<file path="config.mk">
export PLATFORM = sky130hd
export DESIGN_NAME = wb_stage
export DESIGN_NICKNAME = d
export VERILOG_FILES = /design/src/rtl/wb_stage.sv
export SDC_FILE = /design/constraint.sdc
export NUM_CORES = 1
export LEC_CHECK = 0
export CAP_MARGIN = 20
export CORE_UTILIZATION = 38
export CTS_BUF_LIST = sky130_fd_sc_hd__clkbuf_2 sky130_fd_sc_hd__clkbuf_4 sky130_fd_sc_hd__clkbuf_8
export DETAILED_ROUTE_END_ITERATION = 8
export PLACE_DENSITY = 0.78
export SLEW_MARGIN = 20
export SYNTH_ARGS = -nofsm -noshare
export SYNTH_HDL_FRONTEND = slang
export SYNTH_SLANG_ARGS = --single-unit
</file>
<file path="constraint.sdc">
create_clock -name clk -period 2.2 [get_ports clk]
set_input_delay 0.33 -clock clk [delete_from_list [all_inputs] [get_ports clk]]
set_output_delay 0.33 -clock clk [all_outputs]
set_load 0.05 [all_outputs]
</file>
<file path="src/rtl/wb_stage.sv">
// wb_stage -- write-back stage of a 5-stage RISC-V pipeline.
//
// Purpose: selects the write-back result (ALU, aligned load data or PC+4),
// registers it toward the register file, and runs the ECALL/HALT handshake.
// An ECALL holds the pipeline for one cycle while the register file decides
// whether to halt. Once HALTED, the stage leaves that state only through reset.
//
// Ports:
//   clk            rising-edge clock
//   reset          asynchronous, active-low; clears all state
//   in_valid       MEM-stage instruction present
//   in_reg_write   instruction writes rd
//   in_rd          destination register index
//   in_ecall       instruction is an ECALL
//   in_funct3      load width/sign code
//   in_wb_sel      result select: 00 ALU, 01 load, 10 PC+4, 11 ALU
//   in_alu_result  ALU result; bits [1:0] are the load byte address
//   in_mem_rdata   raw 32-bit word read from data memory
//   in_pc_plus4    link value for JAL/JALR
//   halt_in        register-file halt decision, sampled while ecall_sig=1
//   wb_en          register-file write enable
//   rd_index       register-file write index
//   wb_data        register-file write data
//   ecall_sig      ECALL strobe, high for the single ECALL cycle
//   stall_req      upstream holds the MEM-stage inputs while high
//   halted         the stage is halted
//   retire_count   saturating count of retired instructions
module wb_stage (
  input  logic        clk,
  input  logic        reset,
  input  logic        in_valid,
  input  logic        in_reg_write,
  input  logic [4:0]  in_rd,
  input  logic        in_ecall,
  input  logic [2:0]  in_funct3,
  input  logic [1:0]  in_wb_sel,
  input  logic [31:0] in_alu_result,
  input  logic [31:0] in_mem_rdata,
  input  logic [31:0] in_pc_plus4,
  input  logic        halt_in,
  output logic        wb_en,
  output logic [4:0]  rd_index,
  output logic [31:0] wb_data,
  output logic        ecall_sig,
  output logic        stall_req,
  output logic        halted,
  output logic [31:0] retire_count
);

  typedef enum logic [1:0] {
    RUN    = 2'd0,
    ECALL  = 2'd1,
    HALTED = 2'd2
  } state_t;

  state_t      state;
  logic        capture;
  logic [7:0]  load_byte;
  logic [15:0] load_half;
  logic [31:0] load_data;
  logic [31:0] result;

  // An instruction is taken only while running; everything else is a bubble.
  assign capture = in_valid && (state == RUN);

  assign stall_req = (state != RUN);
  assign halted    = (state == HALTED);

  // Halfwords use only address bit 1; words ignore the address completely.
  // Misaligned addresses are silently truncated, never trapped.
  always_comb begin
    // NOTE: every variable gets a default before the case so that no path
    // leaves it unassigned, which would otherwise infer a latch.
    load_byte = in_mem_rdata[7:0];
    load_half = in_alu_result[1] ? in_mem_rdata[31:16] : in_mem_rdata[15:0];
    case (in_alu_result[1:0])
      2'd1:    load_byte = in_mem_rdata[15:8];
      2'd2:    load_byte = in_mem_rdata[23:16];
      2'd3:    load_byte = in_mem_rdata[31:24];
      default: load_byte = in_mem_rdata[7:0];
    endcase
  end

  always_comb begin
    load_data = in_mem_rdata;
    case (in_funct3)
      3'b000:  load_data = {{24{load_byte[7]}}, load_byte};
      3'b100:  load_data = {24'd0, load_byte};
      3'b001:  load_data = {{16{load_half[15]}}, load_half};
      3'b101:  load_data = {16'd0, load_half};
      default: load_data = in_mem_rdata;
    endcase
  end

  always_comb begin
    result = in_alu_result;
    case (in_wb_sel)
      2'b01:   result = load_data;
      2'b10:   result = in_pc_plus4;
      default: result = in_alu_result;
    endcase
  end

  // NOTE: all state below uses non-blocking assignments so every register
  // samples pre-edge values and the block order cannot create races.
  always_ff @(posedge clk or negedge reset) begin
    if (!reset) begin
      state        <= RUN;
      wb_en        <= 1'b0;
      rd_index     <= 5'd0;
      wb_data      <= 32'd0;
      ecall_sig    <= 1'b0;
      retire_count <= 32'd0;
    end else begin
      case (state)
        RUN:     if (capture && in_ecall) state <= ECALL;
        ECALL:   state <= halt_in ? HALTED : RUN;
        HALTED:  state <= HALTED;
        default: state <= RUN;
      endcase

      if (capture) begin
        // An ECALL with reg_write set still writes back like any other op.
        wb_en     <= in_reg_write && (in_rd != 5'd0);
        rd_index  <= in_rd;
        wb_data   <= result;
        ecall_sig <= in_ecall;
        if (retire_count != 32'hFFFF_FFFF) retire_count <= retire_count + 32'd1;
      end else begin
        wb_en     <= 1'b0;
        rd_index  <= 5'd0;
        wb_data   <= 32'd0;
        ecall_sig <= 1'b0;
      end
    end
  end

endmodule

</file>
==> reports/metrics.csv <==
stage,metric,value,unit
power,Pleak,2.568,nW
global_routing,vias in the first global route,4198,
global_routing,grt total ovfl,0,
worst_hold_path,hold crit path type,in -> async,
clock_tree,Sink Count,73,
power,Total Power,4.946,mW
flow_run,number of max-cap violations,0,
floorplanning,# IOs,185,
sta,Fin. Hold Viols,0,
synth,Mapped Cells,408,
finish,final core utilization,0.6555,
routing,Avg WL per Cell,18.26,um
finish,Fill cells,844,
sta,Tmin final,2.265,ns
setup_path,Critical Path End Type,flop,
finish,Layout Cells excl Fill,758,
routing,Routed WL,13.84,mm
finish,ratio of cells with drive above 1 in the final layout,0.1680,
floorplanning,die height,103.0,um
sta,Final period util,1.029,
synth,synthesized area per cell,9.494,um2
placement,pre-CTS setup slack,-0.4927,ns
sta,measured slew at the worst slew-check pin,0.9247,ns
setup_path,arrival time worst endpoint,2.52,ns
power,Sw Share,0.4028,
routing,Initial DRC Count,181,
sta,Fin Setup TNS,-0.2323,ns
synth,Seq cells post-synth,73,
routing,"antenna viol nets, final",0,
synth,"area leader, netlist",dfrtp_1,
synth,top post-synthesis cells by area,"dfrtp_1, a21oi_1, o21ai_0",
finish,Final nets,735,
sta,Final Skew,0.01091,ns
power,sequential share of power,0.344,
placement,hpwl dp,10.60,mm
placement,RD Place Congestion,0.9129,
clock_tree,Clock Root Buffer,clkbuf_8,
sta,Slew Limit Fails,0,
floorplanning,# rows,36,
routing,DRT Pass-1 Iters,5,
sta,RSZ-0062 raised after global routing,true,
synth,yosys warns,0,
power,internal power,2.954,mW
setup_path,Critical Path RT,2.46,ns
power,clock power share,0.217,
global_routing,initial antenna violation count,0,
setup_path,"Max FO, Critical Path",5,
floorplanning,core area,0.009819,mm2
global_routing,All-Layer GR Usage,0.2604,
global_routing,pin count of the biggest net entering global routing,74,
routing,via count,4235,
clock_tree,clk_lat worst skew,0.34,ns
synth,ys flop type,dfrtp_1,
sta,post-route setup slack,-0.06485,ns
setup_path,kind of critical path,reg -> reg,
sta,Max Freq,441.5,MHz
floorplanning,DIE AREA,0.01060,mm2
synth,ys async rst share,1.000,
power,switching power,1.992,mW
floorplanning,die width,103.0,um
clock_tree,clk buf depth,2,
clock_tree,TritonCTS buffer count,9,
synth,Netlist cell types,47,
floorplanning,Initial Util,0.3945,
routing,drt via density,5.587,
routing,DRC viols,0,
placement,port buffer count,184,
clock_tree,H-Tree Depth,3,
clock_tree,Post-CTS Hold Fix Bufs,0,
sta,Hold Slack,0.1318,ns
run_status,status,finished with violations,
synth,Post-synth EDFFs,0,
power,Comb power frac,0.439,
synth,top-area cell type share of the netlist area,0.4716,
clock_tree,clock-pin slew on the worst setup and hold paths,0.08,ns
synth,"Seq/Total Area, Yosys",0.4716,
power,power density over the cells,768.5,mW/mm2
clock_tree,CTS tree,done,
finish,number of antenna diodes,0,
placement,placed cell count,742,
sta,final setup violation count,5,
sta,worst relative slew slack,0.3835,
finish,post-route cell area,0.006436,mm2
finish,area grow syn2layout,66.15,%
setup_path,Critical Path Start Type,flop,
global_routing,first-pass GRT wire length,20.58,mm
run_status,failing checks,negative setup slack,
power,VDD IR max,441.7,uV
placement,Placed Area,0.006205,mm2
synth,Mapped Area,0.003874,mm2
synth,Mapped Nets,523,
## worst max-delay path, cell delays in order, from the launching register on
cell and delay (ns):
dfrtp_1 0.39, or3b_4 0.40, or4_4 0.42, or4_4 0.61, nor4_4 0.18, xor2_1 0.17
## layer usage
layer / vias to the layer above / wire length [um] / GRT usage
met5: - / 0 / 0
met4: 0 / 427 / 0.1073
met3: 35 / 1200 / 0.07254
met2: 243 / 7285 / 0.4759
met1: 2043 / 4930 / 0.2830
li1: 1914 / - / -
## area by class of cell
cell class | count | area, um2 | area share
Clock buffer | 11 | 145.1 | 0.02255
Clock inverter | 5 | 53.80 | 0.008359
Inverter | 8 | 30.03 | 0.004666
Multi-Input combinational cell | 300 | 2007 | 0.3118
Sequential cell | 73 | 1852 | 0.2877
Tap cell | 133 | 166.4 | 0.02586
Timing Repair Buffer | 228 | 2182 | 0.3390
## layout by cell type (no fill, tap or decap), drive strengths merged, types with 4 or more instances in the layout
cell	synthesis	layout
clkbuf	26	11
nand2	28	28
buf	1	45
nand3	18	18
nor2	14	14
nor4	8	8
o21ai	38	38
mux2	7	7
nor3	11	11
a21oi	48	48
clkdlybuf4s50	0	180
nand2b	5	5
xor2	16	16
and2	9	9
xnor2	14	14
inv	8	9
a221oi	5	5
o22ai	4	4
nand4	10	10
a22oi	18	18
dfrtp	73	73
## synth_stat cells, drive strengths merged, types with 3 or more instances
cell and count:
a211oi 3, xnor2 14, clkbuf 26, o22ai 4
mux2i 3, nand2b 5, or4 3, nor4 8
a221oi 5, and4 3, nand3b 3, nand4 10
a21boi 3, nand2 28, nand3 18, a21oi 48
o21ai 38, and2 9, nor3 11, mux2 7
nor2 14, dfrtp 73, inv 8, xor2 16
ha 3, a22oi 18
## cell families after synthesis
logic type | count (synthesis) | synth area share
xor gates and xnor gates | 30 | 0.06783
AOI/OAI and AO/OA | 133 | 0.2045
DFF | 73 | 0.4716
buffers and inverters | 35 | 0.03585
adders and majority gates | 3 | 0.009691
muxes | 11 | 0.03392
and+or+nand+nor | 123 | 0.1767
## registers in the layout, summed over array words and instances, names as in the netlist
signal and cells:
retire_count 32, rd_index 5, ecall_sig 1, state 2, wb_en 1, wb_data 32
## power groups by stage
stage / Sequential, mW / Clock, mW / Combinational [mW]
after floorplan: 2.42 / 0 / 0.534
final: 1.70 / 1.07 / 2.17
after detailed placement: 1.73 / 0 / 2.17
after global routing: 1.73 / 1.15 / 2.27
after CTS: 1.70 / 1.10 / 2.17
after global placement: 1.72 / 0 / 2.15
## worst paths after layout
kind | startpoint | to | slack (ns) | depth (start not counted)
max in group asynchronous | reset | retire_count[21] | 1.42 | 1
min in group clk | retire_count[31] | retire_count[31] | 0.50 | 1
worst max-delay path | state[1] | retire_count[31] | -0.06 | 5
worst min-delay path | reset | retire_count[25] | 0.13 | 1
worst min register to register | retire_count[31] | retire_count[31] | 0.50 | 1
worst max register to register | state[1] | retire_count[31] | -0.06 | 5
## what timing repair did
action	4_1_cts	5_1_grt
endpoints found under the setup margin	7	13
gates resized for setup	7	3
pin swaps	6	5
buffers inserted	0	0
Note: power is estimated with default switching activity, not from simulation.
